<file path="config.mk">
export PLATFORM = sky130hd
export DESIGN_NAME = pipelined_wallace_multiplier
export DESIGN_NICKNAME = d
export VERILOG_FILES = /design/src/rtl/mult_pkg.sv /design/src/rtl/csa_row.sv /design/src/rtl/pipelined_wallace_multiplier.sv
export SDC_FILE = /design/constraint.sdc
export NUM_CORES = 2
export LEC_CHECK = 0
export ABC_AREA = 0
export BUFFER_PORTS_ARGS = -buffer_cell sky130_fd_sc_hd__buf_2
export CORE_UTILIZATION = 50
export DETAILED_ROUTE_END_ITERATION = 10
export GPL_TIMING_DRIVEN = 0
export PLACE_DENSITY = 0.66
export SLEW_MARGIN = 30
export SYNTH_ARGS = -nofsm -noshare
export SYNTH_HDL_FRONTEND = slang
export SYNTH_SLANG_ARGS = --single-unit
export TNS_END_PERCENT = 1
</file>
<file path="constraint.sdc">
create_clock -name clk -period 31.9 [get_ports clk]
set_input_delay 1.595 -clock clk [delete_from_list [all_inputs] [get_ports clk]]
set_output_delay 1.595 -clock clk [all_outputs]
set_load 0.005 [all_outputs]
</file>
<file path="src/rtl/mult_pkg.sv">
// Shared sizing helpers for the pipelined Wallace multiplier: 3:2 level count and the
// mapping of reduction levels onto pipeline stages.
package mult_pkg;

    function automatic int unsigned prod_w(int unsigned width);
        return 2 * width;
    endfunction

    function automatic int unsigned rows_after(int unsigned rows);
        return 2 * (rows / 3) + (rows % 3);
    endfunction

    // Rows entering reduction level `level` (level 0 = raw partial products).
    function automatic int unsigned rows_at(int unsigned width, int unsigned level);
        int unsigned n;
        n = width;
        for (int i = 0; i < 64; i++) begin
            if (i < int'(level)) n = rows_after(n);
        end
        return n;
    endfunction

    function automatic int unsigned csa_levels(int unsigned width);
        int unsigned n;
        int unsigned lv;
        n  = width;
        lv = 0;
        for (int i = 0; i < 64; i++) begin
            if (n > 2) begin
                n  = rows_after(n);
                lv = lv + 1;
            end
        end
        return lv;
    endfunction

    // Middle stage hosting a reduction level; spreads levels evenly over `mid` stages.
    function automatic int unsigned level_stage(int unsigned level, int unsigned levels,
                                                int unsigned mid);
        return (level * mid) / levels;
    endfunction

    // Valid-stage index of the register placed in front of level `pos`, or -1 if none.
    // Position `levels` is the register holding the two rows for the final adder.
    function automatic int cut_stage(int unsigned pos, int unsigned levels, int unsigned mid);
        if (mid == 0) return (pos == levels) ? 0 : -1;
        if (pos == 0) return 0;
        if (pos == levels ||
            level_stage(pos, levels, mid) != level_stage(pos - 1, levels, mid))
            return int'(level_stage(pos - 1, levels, mid)) + 1;
        return -1;
    endfunction

endpackage

</file>
<file path="src/rtl/csa_row.sv">
// N-bit 3:2 carry-save compressor: one sum row and one left-shifted carry row.
module csa_row #(
    parameter int unsigned N = 64
) (
    input  logic [N-1:0] i_x,
    input  logic [N-1:0] i_y,
    input  logic [N-1:0] i_z,
    output logic [N-1:0] o_sum,
    output logic [N-1:0] o_carry
);

    logic [N-2:0] w_maj;

    assign o_sum   = i_x ^ i_y ^ i_z;
    // Majority out of the top bit would shift past the row, so it is never formed.
    assign w_maj   = (i_x[N-2:0] & i_y[N-2:0]) | (i_x[N-2:0] & i_z[N-2:0]) |
                     (i_y[N-2:0] & i_z[N-2:0]);
    assign o_carry = {w_maj, 1'b0};

endmodule

</file>
<file path="src/rtl/pipelined_wallace_multiplier.sv">
// Pipelined signed/unsigned Wallace-tree multiplier with valid/ready at both ends.
// Optional overflow output enabled by defining MULT_OVF_FLAG_EN.
module pipelined_wallace_multiplier
    import mult_pkg::*;
#(
    parameter int unsigned WIDTH       = 32,
    parameter int unsigned PIPE_STAGES = 3
) (
    input  logic               clk,
    input  logic               rst,
    input  logic               flush,
    input  logic               in_valid,
    output logic               in_ready,
    input  logic [WIDTH-1:0]   a,
    input  logic [WIDTH-1:0]   b,
    input  logic               is_signed,
    output logic               out_valid,
    input  logic               out_ready,
    output logic [2*WIDTH-1:0] product
`ifdef MULT_OVF_FLAG_EN
    ,
    output logic               overflow
`endif
);

    localparam int unsigned PROD_W = prod_w(WIDTH);
    localparam int unsigned LEVELS = csa_levels(WIDTH);
    localparam int unsigned MID    = PIPE_STAGES - 2;
    localparam int unsigned S      = PIPE_STAGES;

    logic [S-1:0]        r_v;
    logic [S-1:0]        w_ld;
    logic [S-1:0]        w_adv;
    logic [S-1:0]        w_vin;
    logic [S-1:0]        w_en;
    logic [S-2:0]        r_neg;
    logic [PROD_W-1:0]   r_product;

    // ---------------- handshake / valid chain ----------------
    always_comb begin
        w_ld  = '0;
        w_adv = '0;
        w_vin = '0;
        w_en  = '0;
        w_adv[S-1] = r_v[S-1] & out_ready;
        w_ld[S-1]  = ~r_v[S-1] | w_adv[S-1];
        for (int k = S - 2; k >= 0; k--) begin
            w_adv[k] = r_v[k] & w_ld[k+1];
            w_ld[k]  = ~r_v[k] | w_adv[k];
        end
        w_vin[0] = in_valid & w_ld[0] & ~flush;
        for (int k = 1; k < S; k++) w_vin[k] = r_v[k-1];
        w_en = w_ld & w_vin & {S{~flush}};
    end

    assign in_ready  = w_ld[0] & ~flush;
    assign out_valid = r_v[S-1];
    assign product   = r_product;

    always_ff @(posedge clk or posedge rst) begin
        if (rst) begin
            r_v <= '0;
        end else if (flush) begin
            r_v <= '0;
        end else begin
            for (int k = 0; k < S; k++) begin
                if (w_ld[k]) r_v[k] <= w_vin[k];
            end
        end
    end

    // ---------------- sign handling and partial products ----------------
    logic              w_a_neg;
    logic              w_b_neg;
    logic              w_neg;
    logic [WIDTH-1:0]  w_mag_a;
    logic [WIDTH-1:0]  w_mag_b;
    logic [PROD_W-1:0] w_pp [WIDTH];

    assign w_a_neg = is_signed & a[WIDTH-1];
    assign w_b_neg = is_signed & b[WIDTH-1];
    // -2^(WIDTH-1) negates to itself, which read unsigned is the correct magnitude.
    assign w_mag_a = w_a_neg ? -a : a;
    assign w_mag_b = w_b_neg ? -b : b;
    assign w_neg   = is_signed & (a[WIDTH-1] ^ b[WIDTH-1]);

    for (genvar r = 0; r < WIDTH; r++) begin : g_pp
        assign w_pp[r] = w_mag_b[r] ? ({{WIDTH{1'b0}}, w_mag_a} << r) : '0;
    end

    always_ff @(posedge clk or posedge rst) begin
        if (rst) begin
            r_neg <= '0;
        end else begin
            if (w_en[0]) r_neg[0] <= w_neg;
            for (int k = 1; k < S - 1; k++) begin
                if (w_en[k]) r_neg[k] <= r_neg[k-1];
            end
        end
    end

    // ---------------- carry-save reduction tree ----------------
    logic [PROD_W-1:0] w_lin  [LEVELS+1][WIDTH];
    logic [PROD_W-1:0] w_lout [LEVELS][WIDTH];

    for (genvar p = 0; p <= LEVELS; p++) begin : g_pos
        logic [PROD_W-1:0] w_src [WIDTH];
        for (genvar r = 0; r < WIDTH; r++) begin : g_src
            if (p == 0) begin : g_from_pp
                assign w_src[r] = w_pp[r];
            end else begin : g_from_lvl
                assign w_src[r] = w_lout[p-1][r];
            end
        end
        if (cut_stage(p, LEVELS, MID) >= 0) begin : g_cut
            localparam int K = cut_stage(p, LEVELS, MID);
            logic [PROD_W-1:0] r_rows [WIDTH];
            always_ff @(posedge clk) begin
                if (w_en[K]) r_rows <= w_src;
            end
            for (genvar r = 0; r < WIDTH; r++) begin : g_out
                assign w_lin[p][r] = r_rows[r];
            end
        end else begin : g_thru
            for (genvar r = 0; r < WIDTH; r++) begin : g_out
                assign w_lin[p][r] = w_src[r];
            end
        end
    end

    for (genvar l = 0; l < LEVELS; l++) begin : g_lvl
        localparam int unsigned N_IN  = rows_at(WIDTH, l);
        localparam int unsigned N_TRI = N_IN / 3;
        localparam int unsigned N_REM = N_IN % 3;
        for (genvar t = 0; t < N_TRI; t++) begin : g_csa
            csa_row #(
                .N(PROD_W)
            ) u_csa (
                .i_x    (w_lin[l][3*t]),
                .i_y    (w_lin[l][3*t+1]),
                .i_z    (w_lin[l][3*t+2]),
                .o_sum  (w_lout[l][2*t]),
                .o_carry(w_lout[l][2*t+1])
            );
        end
        for (genvar j = 0; j < N_REM; j++) begin : g_rem
            assign w_lout[l][2*N_TRI+j] = w_lin[l][3*N_TRI+j];
        end
        for (genvar r = 2 * N_TRI + N_REM; r < WIDTH; r++) begin : g_zero
            assign w_lout[l][r] = '0;
        end
    end

    // ---------------- final add, negate, result register ----------------
    logic [PROD_W-1:0] w_sum;
    logic [PROD_W-1:0] w_res;

    assign w_sum = w_lin[LEVELS][0] + w_lin[LEVELS][1];
    assign w_res = r_neg[S-2] ? -w_sum : w_sum;

    always_ff @(posedge clk or posedge rst) begin
        if (rst) begin
            r_product <= '0;
        end else if (w_en[S-1]) begin
            r_product <= w_res;
        end
    end

`ifdef MULT_OVF_FLAG_EN
    logic [S-2:0] r_sgn;
    logic         r_ovf;
    logic         w_ovf;

    always_ff @(posedge clk or posedge rst) begin
        if (rst) begin
            r_sgn <= '0;
        end else begin
            if (w_en[0]) r_sgn[0] <= is_signed;
            for (int k = 1; k < S - 1; k++) begin
                if (w_en[k]) r_sgn[k] <= r_sgn[k-1];
            end
        end
    end

    // Signed results fit only if the upper half plus the sign bit is a pure sign extension.
    assign w_ovf = r_sgn[S-2] ? ~((&w_res[PROD_W-1:WIDTH-1]) | ~(|w_res[PROD_W-1:WIDTH-1]))
                              : (|w_res[PROD_W-1:WIDTH]);

    always_ff @(posedge clk or posedge rst) begin
        if (rst) begin
            r_ovf <= 1'b0;
        end else if (w_en[S-1]) begin
            r_ovf <= w_ovf;
        end
    end

    assign overflow = r_ovf;
`endif

endmodule

</file>
==> summary.md <==
| Metric | Value |
|---|---|
| Vias in the first global route | 46,770 |
| Final period util | 18.02% |
| Gp weighted congestion | 0.9477 |
| Hold_buf cts | 0 |
| DRC viols | 0 |
| Worst setup margin | 26.15 ns |
| Post-Syn Area per Cell | 12.39 um^2 |
| Final Slew Violations | 0 |
| Port bufs | 134 |
| First-pass GRT wire length | 290.4 mm |
| CTS tree | built |
| Site Rows | 139 |
| Initial antenna violation count | 34 |
| Worst slew margin | 25.06% |
| FF+latch count, synth | 1,211 |
| WL final | 194.5 mm |
| Via Count | 44,640 |
| Min cycle time layout | 5.749 ns |
| Final core utilization | 56.58% |
| Yosys top cell area share | 47.01% |
| CP Data Required Time | 32.40 ns |
| CTS sink count | 1,211 |
| # IOs | 136 |
| Largest net degree at the start of global routing | 53 |
| Crit path max fanout | 10 |
| Placed cells | 7,986 |
| Root Buffer | clkbuf_16 |
| CP max stage delay | 0.81 ns |
| Post_cts resized | 0 |
| CP Launch Type | primary input |
| Busiest grt layer | met2 |
| Top post-synthesis cells by count | 1,213 x inv_1, 1,142 x edfxtp_1, 1,120 x nor2_1 |
| Routed Antenna Nets | 0 |
| Cell Area, Synth | 72,940 um^2 |
| H-Tree Depth | 4 |
| Global Route met3 Usage | 6.607% |
| Status | finished clean |
| Count leader, synth | inv_1 |
| Worst-skew pair later-pin latency | 0.79 ns |
| Critical Path AT | 6.24 ns |
| Worst hold path type | reg2reg |
| Chip height | 384.0 um |
| Die Footprint | 147,400 um^2 |
| Final Hold Fails | 0 |
| Post-synthesis sequential area ratio | 49.38% |
| Post-Layout Cell Count | 8,240 |
| Synth Warn # | 0 |
| Main synth FF type | edfxtp_1 |
| Max Cap Violations | 0 |
| Initial DRC count | 4,758 |
| Clock slew at reported path FFs | 0.06 ns |
| Die width | 384.0 um |
| Core area | 144,200 um^2 |
| WP buf/inv | 5 |
| Setup crit end kind | flip-flop |
| Cell mode on critical path | and2_1 |
| Starting Density | 50.59% |
| Post-layout nets | 7,416 |
| TNS Setup | 0 ns |
| Most area-consuming cells after synthesis | edfxtp_1 47%, fa_1 25%, inv_1 6.2% |
| Cell variety after synth | 97 |
| Setup CP Type | in2reg |
| GR Layer Usage met1 | 37.33% |
| Detailed placer's ending HPWL | 152.0 mm |
| Clock tree buffer depth | 3 |
| Post-synth EDFFs | 1,142 |
| Total nets after synthesis | 7,081 |
| FILL cells | 11,560 |
| Grt total ovfl | 0 |
| Met2 Usage GRT | 42.63% |
| Layout cells sized above 1 | 8.062% |
| Vias per inst | 5.418 |
| Layout area overhead | 11.83% |
| Avg WL per Cell | 23.60 um |
| F_max | 173.9 MHz |
| Number of setup violations in the final report | 0 |
| Global Route Usage Sum | 27.21% |
| Synth Instances | 5,886 |
| Synth area leader | edfxtp_1 |
| Family with the most delay on the worst path | buffers and inverters |
| Dpl ws | 25.57 ns |
| Worst slew pin tran | 1.124 ns |
| CTS Buf Count | 136 |
| RSZ-0062 raised after global routing | no |
| Slowest CP cell | clkbuf_1 |
| Crit-path cells | buf_2, inv_1, buf_1, ha_1, nand2b_1, nor4_1, and2_1, nand3b_1, nor3_2, buf_4, and2_1, a21oi_1, xnor2_1, clkbuf_1, nor2_1 |
| Postcts setup bufs | 0 |
| Skew final | 0.03115 ns |
| 1st-pass router iterations | 7 |
| Async SR Flop Fraction | 5.698% |
## layout make-up
cell class / instances / area, um^2 / share of cell area, %
diodes: 11 / 27.53 / 0.03374
plain buffers: 246 / 972.2 / 1.192
clock buffers: 178 / 3677 / 4.508
clock inverters: 65 / 569.3 / 0.6979
inverters: 1213 / 4556 / 5.585
multi-input cells: 3216 / 31760 / 38.94
flip-flops and latches: 1211 / 36020 / 44.15
well taps: 1903 / 2381 / 2.919
repair buffers: 197 / 1610 / 1.974
## final timing paths
| kind | cells past startpoint | endpoint | start | slack (ns) |
|---|---|---|---|---|
| min in group asynchronous | 2 | product[52] | rst | 0.73 |
| max in group asynchronous | 3 | product[8] | rst | 30.62 |
| hold / removal | 0 | g_pos[8].g_cut.r_rows[1984] | g_pos[0].g_cut.r_rows[1984] | 0.43 |
| setup reg to reg | 12 | g_pos[8].g_cut.r_rows[2026] | g_pos[0].g_cut.r_rows[169] | 26.51 |
| setup / recovery | 15 | g_pos[0].g_cut.r_rows[1821] | a[0] | 26.15 |
| hold reg to reg | 0 | g_pos[8].g_cut.r_rows[1984] | g_pos[0].g_cut.r_rows[1984] | 0.43 |
## cell families (layout without fill, tap and decap cells)
family / after synthesis / in the layout / synth area share [%]
mux: 10 / 10 / 0.1407
flops: 1211 / 1211 / 49.38
xor+xnor: 136 / 136 / 1.633
compound gates: 436 / 436 / 4.002
buf+inv: 1459 / 1899 / 7.552
other cells: 0 / 11 / 0
simple gates: 1509 / 1509 / 8.652
fa+ha+maj: 1125 / 1125 / 28.64
## metal layers
layer / part of all wire, % / up-vias
met3: 10 / 302
met1: 40 / 22970
met4: 3.4 / 18
met5: 0.053 / -
met2: 46 / 1977
li1: - / 19380
## cell usage in the layout, fill, tap and decap left out, types with 9 or more instances in the layout
cell type     n
a31oi_1      10
nand4_1      25
xnor2_2      22
nor3_1       38
a21oi_1      91
xnor2_1      45
o211ai_1     11
nand2b_1     12
or4_1         9
buf_6         9
buf_12       10
buf_4        25
ha_1        217
dfrtp_1      69
edfxtp_1   1142
fa_1        908
clkinv_1     25
nor4_1       19
o21a_1       10
xor2_1       59
buf_2       159
clkbuf_2     15
nand2_1     166
clkbuf_16   141
and2_1       17
o21ai_0     123
diode_2      11
nand3_1      20
nor2_1     1120
o31ai_1      30
or3_1        24
o21ai_1      28
buf_16       14
clkbuf_1    241
inv_1      1212
a21o_1       17
clkinv_2     19
## through the flow
| stage | cell area, um^2 | hold WS, ns |
|---|---|---|
| 3_3_place_gp | 76000 | 0.4189 |
| 6_report | 81580 | 0.4311 |
| 4_1_cts | 81530 | 0.4337 |
| 3_5_place_dp | 77290 | 0.4218 |
| 2_1_floorplan | 72950 | 0.4003 |
| 5_1_grt | 81550 | 0.4354 |
## worst register-to-register path, cell delays in order (launching register included)
cell      delay, ns
edfxtp_1       0.40
fa_1           0.55
inv_1          0.05
fa_1           0.45
fa_1           0.75
inv_1          0.12
fa_1           0.54
inv_1          0.05
fa_1           0.47
fa_1           0.53
fa_1           0.51
inv_1          0.06
fa_1           0.60
## state kept, by name (all words and copies together) (netlist names)
name,flops
product,64
r_v,3
g_pos.g_cut.r_rows,1142
r_neg,2
Power is not shown: default switching activity piles up to over one toggle a cycle in this logic, so the estimate is an artifact.
